**src/rtl/fetch_pkg.sv**
```systemverilog
// Shared fetch-side definitions: address/word widths, reset PC and sequencer states.
// The instruction memory and decode reuse the widths.
package fetch_pkg;

  localparam int PC_W    = 16;
  localparam int INSTR_W = 32;
  localparam int PC_INC  = 4;
  localparam logic [PC_W-1:0] RESET_PC = 16'h0000;

  typedef enum logic [1:0] {
    IDLE  = 2'd0,
    RUN   = 2'd1,
    FAULT = 2'd2
  } state_t;

endpackage

```
**src/rtl/fetch_sequencer.sv**
```systemverilog
// Fetch PC owner and one-entry valid/ready output stage toward decode.
// Handles enable, redirect flushes and the sticky misaligned-target fault.
module fetch_sequencer #(
  parameter int PC_W    = fetch_pkg::PC_W,
  parameter int INSTR_W = fetch_pkg::INSTR_W,
  parameter logic [PC_W-1:0] RESET_PC = fetch_pkg::RESET_PC
) (
  input  logic               clk,
  input  logic               rst_n,
  input  logic               fetch_en,
  input  logic               redirect_valid,
  input  logic [PC_W-1:0]    redirect_pc,
  output logic [PC_W-1:0]    imem_pc,
  input  logic [INSTR_W-1:0] imem_instr,
  output logic               out_valid,
  input  logic               out_ready,
  output logic [INSTR_W-1:0] out_instr,
  output logic [PC_W-1:0]    out_pc,
  output logic               fault,
  output logic [15:0]        fetch_count
);

  import fetch_pkg::*;

  state_t               state, state_next;
  logic [PC_W-1:0]      fpc, fpc_next;
  logic                 valid_next;
  logic [INSTR_W-1:0]   instr_next;
  logic [PC_W-1:0]      pc_next;
  logic                 fault_next;
  logic [15:0]          count_next;
  logic                 accept;
  logic                 slot_free;
  logic                 misaligned;

  assign accept     = out_valid & out_ready;
  assign slot_free  = ~out_valid | accept;
  assign misaligned = redirect_pc[1:0] != 2'b00;
  assign imem_pc    = fpc;

  always_comb begin
    state_next = state;
    fpc_next   = fpc;
    valid_next = out_valid;
    instr_next = out_instr;
    pc_next    = out_pc;
    fault_next = fault;
    count_next = fetch_count + {15'd0, accept};

    case (state)
      IDLE: begin
        if (redirect_valid && misaligned) begin
          fault_next = 1'b1;
          valid_next = 1'b0;
          state_next = FAULT;
        end else begin
          if (redirect_valid) begin
            fpc_next   = redirect_pc;
            valid_next = 1'b0;
          end
          if (fetch_en) begin
            state_next = RUN;
          end
        end
      end

      RUN: begin
        if (redirect_valid) begin
          // Flush wins over fetch; an accept this cycle is still counted above.
          valid_next = 1'b0;
          if (misaligned) begin
            fault_next = 1'b1;
            state_next = FAULT;
          end else begin
            fpc_next = redirect_pc;
          end
        end else if (fetch_en && slot_free) begin
          instr_next = imem_instr;
          pc_next    = fpc;
          valid_next = 1'b1;
          fpc_next   = fpc + PC_W'(PC_INC);
        end else if (accept) begin
          valid_next = 1'b0;
        end
      end

      FAULT: begin
        valid_next = 1'b0;
      end

      default: begin
        state_next = IDLE;
        valid_next = 1'b0;
      end
    endcase
  end

  always_ff @(posedge clk or negedge rst_n) begin
    if (!rst_n) begin
      state       <= IDLE;
      fpc         <= RESET_PC;
      out_valid   <= 1'b0;
      out_instr   <= '0;
      out_pc      <= '0;
      fault       <= 1'b0;
      fetch_count <= 16'd0;
    end else begin
      state       <= state_next;
      fpc         <= fpc_next;
      out_valid   <= valid_next;
      out_instr   <= instr_next;
      out_pc      <= pc_next;
      fault       <= fault_next;
      fetch_count <= count_next;
    end
  end

endmodule

```
**config.mk**
```make
export PLATFORM = sky130hd
export DESIGN_NAME = fetch_sequencer
export DESIGN_NICKNAME = d
export VERILOG_FILES = /design/src/rtl/fetch_pkg.sv /design/src/rtl/fetch_sequencer.sv
export SDC_FILE = /design/constraint.sdc
export NUM_CORES = 1
export LEC_CHECK = 0
export CORE_MARGIN = 2
export CORE_UTILIZATION = 48
export CTS_CLUSTER_SIZE = 14
export DETAILED_ROUTE_END_ITERATION = 8
export GPL_TIMING_DRIVEN = 0
export PLACE_DENSITY = 0.95
export SETUP_SLACK_MARGIN = 0.02
export SKIP_LAST_GASP = 1
export SYNTH_ARGS = -nofsm -noshare
export SYNTH_HDL_FRONTEND = slang
export SYNTH_SLANG_ARGS = --single-unit
```
**constraint.sdc**
```tcl
create_clock -name clk -period 3.9 [get_ports clk]
set_input_delay 0.78 -clock clk [delete_from_list [all_inputs] [get_ports clk]]
set_output_delay 0.78 -clock clk [all_outputs]
set_load 0.05 [all_outputs]
```
# After elaboration in Yosys (flattened, before gate mapping)
# Index checks and enable logic that the tools add are counted.
# word_totals
reg_bits	84
out_inout_bits	82
# op_classes
n_addsub	2
eq_ne	12
mux	21
n_bitwise	5
reduce_logical	10
# ops
op	count
$mux 16	5
$pmux 16 s2	1
$add 16x1->16	1
$add 16x3->16 const B	1
$ne 3x3->1 const B	4
$ne 2x2->1 const B	5
$mux 1	8
$mux 2	4
$reduce_and 4->1	2
$pmux 2 s3	1
$reduce_and 5->1	1
$ne 4x4->1 const B	1
$pmux 1 s2	2
$reduce_bool 2->1	2
$not 1->1	3
$reduce_and 3->1	1
$eq 2x1->1 const B	1
$eq 2x2->1 const B	1
$logic_and 1x1->1	2
$logic_not 2->1	1
$reduce_and 2->1	1
$and 1x1->1	1
$or 1x1->1	1

# Depth between registers and ports, before layout
# depth
word_depth	6
ltp_mapped	7
depth_no_buf	6

# Worst setup path before layout
# OpenSTA, ideal clock, no wires.
# synth_timing
kind	reg2reg
startpoint	register fpc[6], in the netlist imem_pc[6]
endpoint	register fpc[15], in the netlist imem_pc[15]
setup_ps	123
arrival_ps	2005
setup_slack_ps	1773
stages_incl_launch_ff	6
n_path_buf	1
synth_period_minus_slack_ps	2127
path_cell_list	dfrtp_1 -> buf_2 -> nand3_4 -> or4_4 -> or3_1 -> o221a_2
# synth_between
elab_chain_cells	4
# synth_lines
item	line	rtl
start, declared	fetch_sequencer.sv:26	logic [PC_W-1:0] fpc, fpc_next;
start signal, assigned	fetch_sequencer.sv:109	fpc <= fpc_next;
$add 16x3->16	fetch_sequencer.sv:81	fpc_next = fpc + PC_W'(PC_INC);
$mux 16	fetch_sequencer.sv:77	end else if (fetch_en && slot_free) begin
$mux 16	fetch_sequencer.sv:68	if (redirect_valid) begin
$pmux 16 s2	fetch_sequencer.sv:50	case (state)
# No other way between the ends. The select of a mux whose other input is x is not followed.
# A chain may end at the register's enable or synchronous reset.

# Worst setup path after layout
# layout_timing
startpoint	register fpc[9], in the netlist imem_pc[9]
endpoint	output port imem_pc[9]
# layout_rtl
item	line	rtl
end, declared	fetch_sequencer.sv:13	output logic [PC_W-1:0] imem_pc,
# No word-level cell between the ends.

==> impl_metrics.xml <==
<?xml version="1.0" encoding="UTF-8"?>
<metrics>
  <group name="placed_design">
    <metric name="weighted_congestion_reported_at_the_end_of_routability_driven_placement" unit="">0.894</metric>
    <metric name="placedInstanceArea" unit="sq mm">0.00513</metric>
    <metric name="pre_cts_setup_slack" unit="ns">1.10</metric>
    <metric name="placed_cells" unit="">616</metric>
    <metric name="number_of_buffers_added_on_ports" unit="">134</metric>
    <metric name="place_hpwl" unit="mm">7.43</metric>
  </group>
  <group name="floorplan">
    <metric name="chipHeight" unit="um">91.1</metric>
    <metric name="start_util" unit="">0.500</metric>
    <metric name="core_region_area" unit="sq mm">0.00729</metric>
    <metric name="rows" unit="">31</metric>
    <metric name="die_w" unit="um">91.1</metric>
    <metric name="die_area" unit="sq mm">0.00831</metric>
    <metric name="ios" unit="">135</metric>
  </group>
  <group name="synthesis">
    <metric name="yosys_warnings" unit="">0</metric>
    <metric name="synth_enable_flop_cells" unit="">0</metric>
    <metric name="synthTopCellsByArea" unit="">sky130_fd_sc_hd__dfrtp_1 (58%), sky130_fd_sc_hd__nand2_1 (15%), sky130_fd_sc_hd__xnor2_1 (2.2%)</metric>
    <metric name="share_of_flip_flops_with_an_asynchronous_set_or_reset" unit="">1.00</metric>
    <metric name="synth_fp_nets" unit="">438</metric>
    <metric name="synthDominantCellAreaShare" unit="">0.577</metric>
    <metric name="ys_ff_latch" unit="">84</metric>
    <metric name="yosys.area.top_type" unit="">sky130_fd_sc_hd__dfrtp_1</metric>
    <metric name="yosys.cell_types.count" unit="">49</metric>
    <metric name="synthFlopType" unit="">sky130_fd_sc_hd__dfrtp_1</metric>
    <metric name="synth.yosys.seq_area_share" unit="">0.577</metric>
    <metric name="post_synth_inst_count" unit="">382</metric>
    <metric name="syn_area" unit="sq mm">0.00364</metric>
    <metric name="syn_area_per_cell" unit="sq um">9.54</metric>
  </group>
  <group name="sta">
    <metric name="finalCritPeriodShare" unit="">0.646</metric>
    <metric name="max_clock_freq" unit="MHz">397</metric>
    <metric name="finalWorstPathRequiredPeriod" unit="ns">2.52</metric>
    <metric name="setup_ws" unit="ns">1.38</metric>
    <metric name="setup_viol" unit="">0</metric>
    <metric name="worstMarginPinSlew" unit="ns">0.717</metric>
    <metric name="hold_violations" unit="">0</metric>
    <metric name="max-slew-margin-rel" unit="">0.521</metric>
    <metric name="setup_repair_after_global_routing_missed_its_margin" unit="">false</metric>
    <metric name="slew_viol_final" unit="">0</metric>
    <metric name="fin_worst_skew" unit="ns">0.00586</metric>
  </group>
  <group name="clocking">
    <metric name="h_tree_depth" unit="">3</metric>
    <metric name="clock-root-buffer" unit="">sky130_fd_sc_hd__clkbuf_8</metric>
    <metric name="ctsResizeCount" unit="">0</metric>
    <metric name="cts_setup_buffers" unit="">0</metric>
    <metric name="numCtsBuffers" unit="">9</metric>
    <metric name="tritoncts" unit="">yes</metric>
    <metric name="clock_path_buffers" unit="">2</metric>
    <metric name="cts.clk_slew.worst_paths" unit="ns">0.08</metric>
    <metric name="clk_latency" unit="ns">0.35</metric>
    <metric name="cts_num_sinks" unit="">84</metric>
    <metric name="holdBufCountCts" unit="">0</metric>
  </group>
  <group name="cells_and_area">
    <metric name="n_fill_cell" unit="">558</metric>
    <metric name="final_design_area_no_fill" unit="sq mm">0.00534</metric>
    <metric name="final_layout_size_suffix_gt1_frac" unit="">0.0675</metric>
    <metric name="finish.cell_count_without_fillers" unit="">632</metric>
    <metric name="area.growth.synth_to_final" unit="%">46.6</metric>
    <metric name="insertedDiodeCount" unit="">0</metric>
    <metric name="fin_nets" unit="">584</metric>
    <metric name="postLayoutCoreUtil" unit="">0.733</metric>
  </group>
  <group name="worst_setup_path">
    <metric name="worst-endpoint-arrival" unit="ns">1.74</metric>
    <metric name="cp_slowest_stage_delay" unit="ns">0.87</metric>
    <metric name="crit_chain" unit="">clkdlybuf4s50_1</metric>
    <metric name="cp_data_required_time" unit="ns">3.12</metric>
    <metric name="critical_path.max_fanout" unit="">8</metric>
    <metric name="critPathLaunch" unit="">imem_pc[9]</metric>
    <metric name="timing.critical_path.max_delay_family" unit="">buffers and inverters</metric>
    <metric name="slowest_cell_on_crit_path" unit="">sky130_fd_sc_hd__clkdlybuf4s50_1</metric>
    <metric name="crit_path_start_kind" unit="">flop</metric>
    <metric name="critical_path.endpoint_type" unit="">primary output</metric>
    <metric name="timing_worst_setup_path_type" unit="">flop to primary output</metric>
    <metric name="reg2reg_from" unit="">state[1]</metric>
    <metric name="worst-path-buf-inv" unit="">1</metric>
  </group>
  <group name="global_routing">
    <metric name="grt_pass1_wl" unit="mm">17.0</metric>
    <metric name="grt_max_degree" unit="">47</metric>
    <metric name="grt_overflow_total" unit="">0</metric>
    <metric name="antenna_violations_before_repair" unit="">0</metric>
    <metric name="gr-usage-all-layers" unit="">0.257</metric>
    <metric name="first_global_vias" unit="">3498</metric>
  </group>
  <group name="worst_hold_path">
    <metric name="timing.hold.worst.class" unit="">input port to async pin</metric>
  </group>
  <group name="route">
    <metric name="drt_first_iter_violations" unit="">253</metric>
    <metric name="route.final.wire_length" unit="mm">10.1</metric>
    <metric name="remaining_drc_errors" unit="">0</metric>
    <metric name="final_antenna_net_count" unit="">0</metric>
    <metric name="post_drt_wl_per_cell" unit="um">16.0</metric>
    <metric name="detail_route.vias_per_cell" unit="">5.37</metric>
    <metric name="via_count" unit="">3391</metric>
    <metric name="total_iterations_of_the_first_detailed_routing_run" unit="">6</metric>
  </group>
  <group name="power_and_ir_drop">
    <metric name="design_power_total" unit="uW">3150</metric>
    <metric name="p_leak" unit="uW">0.00248</metric>
    <metric name="ir_worst_vdd" unit="V">0.000305</metric>
    <metric name="power.density_cell_area" unit="mW/mm^2">589</metric>
  </group>
  <group name="run">
    <metric name="count_of_max_cap_constraint_violations" unit="">0</metric>
  </group>
  <group name="outcome">
    <metric name="run_status" unit="">completed</metric>
  </group>
</metrics>
==> registers in the layout, indices dropped and copies added, names as in the netlist <==
signal	cells
out_instr	32
fetch_count	16
imem_pc	16
out_pc	16
state	2
fault	1
out_valid	1
==> synthesized netlist by cell type, types with 6 or more instances <==
master                     number
sky130_fd_sc_hd__nand2_1      148
sky130_fd_sc_hd__dfrtp_1       84
sky130_fd_sc_hd__a21oi_1        8
sky130_fd_sc_hd__xnor2_1        9
sky130_fd_sc_hd__nor2_1        16
sky130_fd_sc_hd__buf_2          6
sky130_fd_sc_hd__clkbuf_1      11
sky130_fd_sc_hd__o21ai_0       11
sky130_fd_sc_hd__nand4_1        6
sky130_fd_sc_hd__nand3_1       14
==> layer usage <==
metal | share of wire | global-route usage | vias to the layer above
li1 | - | - | 1580
met1 | 0.39 | 0.314 | 1622
met2 | 0.51 | 0.440 | 162
met3 | 0.071 | 0.0564 | 27
met4 | 0.028 | 0.107 | 0
met5 | 0 | 0 | -
==> cell usage in the layout, fill, tap and decap left out, types with 2 or more instances in the layout <==
cell                              count
sky130_fd_sc_hd__a21oi_1              8
sky130_fd_sc_hd__a31oi_1              4
sky130_fd_sc_hd__and2_1               3
sky130_fd_sc_hd__and3_1               5
sky130_fd_sc_hd__and4_1               3
sky130_fd_sc_hd__buf_2                6
sky130_fd_sc_hd__bufinv_16            2
sky130_fd_sc_hd__clkbuf_1            12
sky130_fd_sc_hd__clkbuf_8             9
sky130_fd_sc_hd__clkdlybuf4s50_1    133
sky130_fd_sc_hd__clkinvlp_4           2
sky130_fd_sc_hd__dfrtp_1             84
sky130_fd_sc_hd__ha_1                 3
sky130_fd_sc_hd__inv_1                3
sky130_fd_sc_hd__nand2_1            148
sky130_fd_sc_hd__nand2b_1             2
sky130_fd_sc_hd__nand3_1             14
sky130_fd_sc_hd__nand4_1              6
sky130_fd_sc_hd__nor2_1              16
sky130_fd_sc_hd__nor3_1               5
sky130_fd_sc_hd__nor4_1               2
sky130_fd_sc_hd__o21ai_0             11
sky130_fd_sc_hd__o21bai_1             2
sky130_fd_sc_hd__o221a_2              3
sky130_fd_sc_hd__o22a_1               2
sky130_fd_sc_hd__o2bb2ai_1            2
sky130_fd_sc_hd__xnor2_1              9
sky130_fd_sc_hd__xor2_1               5
==> cell type report <==
cell class,count,area (sq um),share of cell area
multi-input cells,278,1460,0.273
inverters,3,11.3,0.00211
well taps,99,124,0.0232
flip-flops and latches,84,2100,0.393
repair buffers,135,1360,0.254
plain buffers,17,71.3,0.0133
clock buffers,10,128,0.0239
clock inverters,6,88.8,0.0166
==> per-stage QoR <==
step	hold slack, ns	TNS [ns]
after floorplan	0.484	0
after global placement	0.457	-69.37
after detailed placement	0.462	0
after CTS	0.446	0
after global routing	0.465	0
final	0.423	0
==> worst paths after layout <==
path,end,slack (ns),depth (start not counted)
max,imem_pc[9],1.38,1
min,fetch_count[13],0.42,1
max reg2reg,out_pc[15],1.85,7
min reg2reg,out_instr[21],0.48,2
max in group asynchronous,imem_pc[15],2.85,2
min in group clk,out_instr[21],0.48,2
==> where the power goes <==
group,internal [uW],switching [uW],leakage (uW)
Sequential,1030,179,0.00112
Combinational,435,824,0.00125
Clock,361,315,0.000102
==> logic make-up (layout without fill, tap and decap cells) <==
logic type,Yosys count,after routing,share of synthesized area
AND/OR/NAND/NOR,214,214,0.262
flip-flops,84,84,0.577
AO/OA/AOI/OAI,46,46,0.0917
buffers and inverters,20,171,0.0227
XOR/XNOR,14,14,0.0336
adder cells (fa/ha/maj),3,3,0.0103
multiplexers,1,1,0.00275
(Power assumes the default switching activity.)
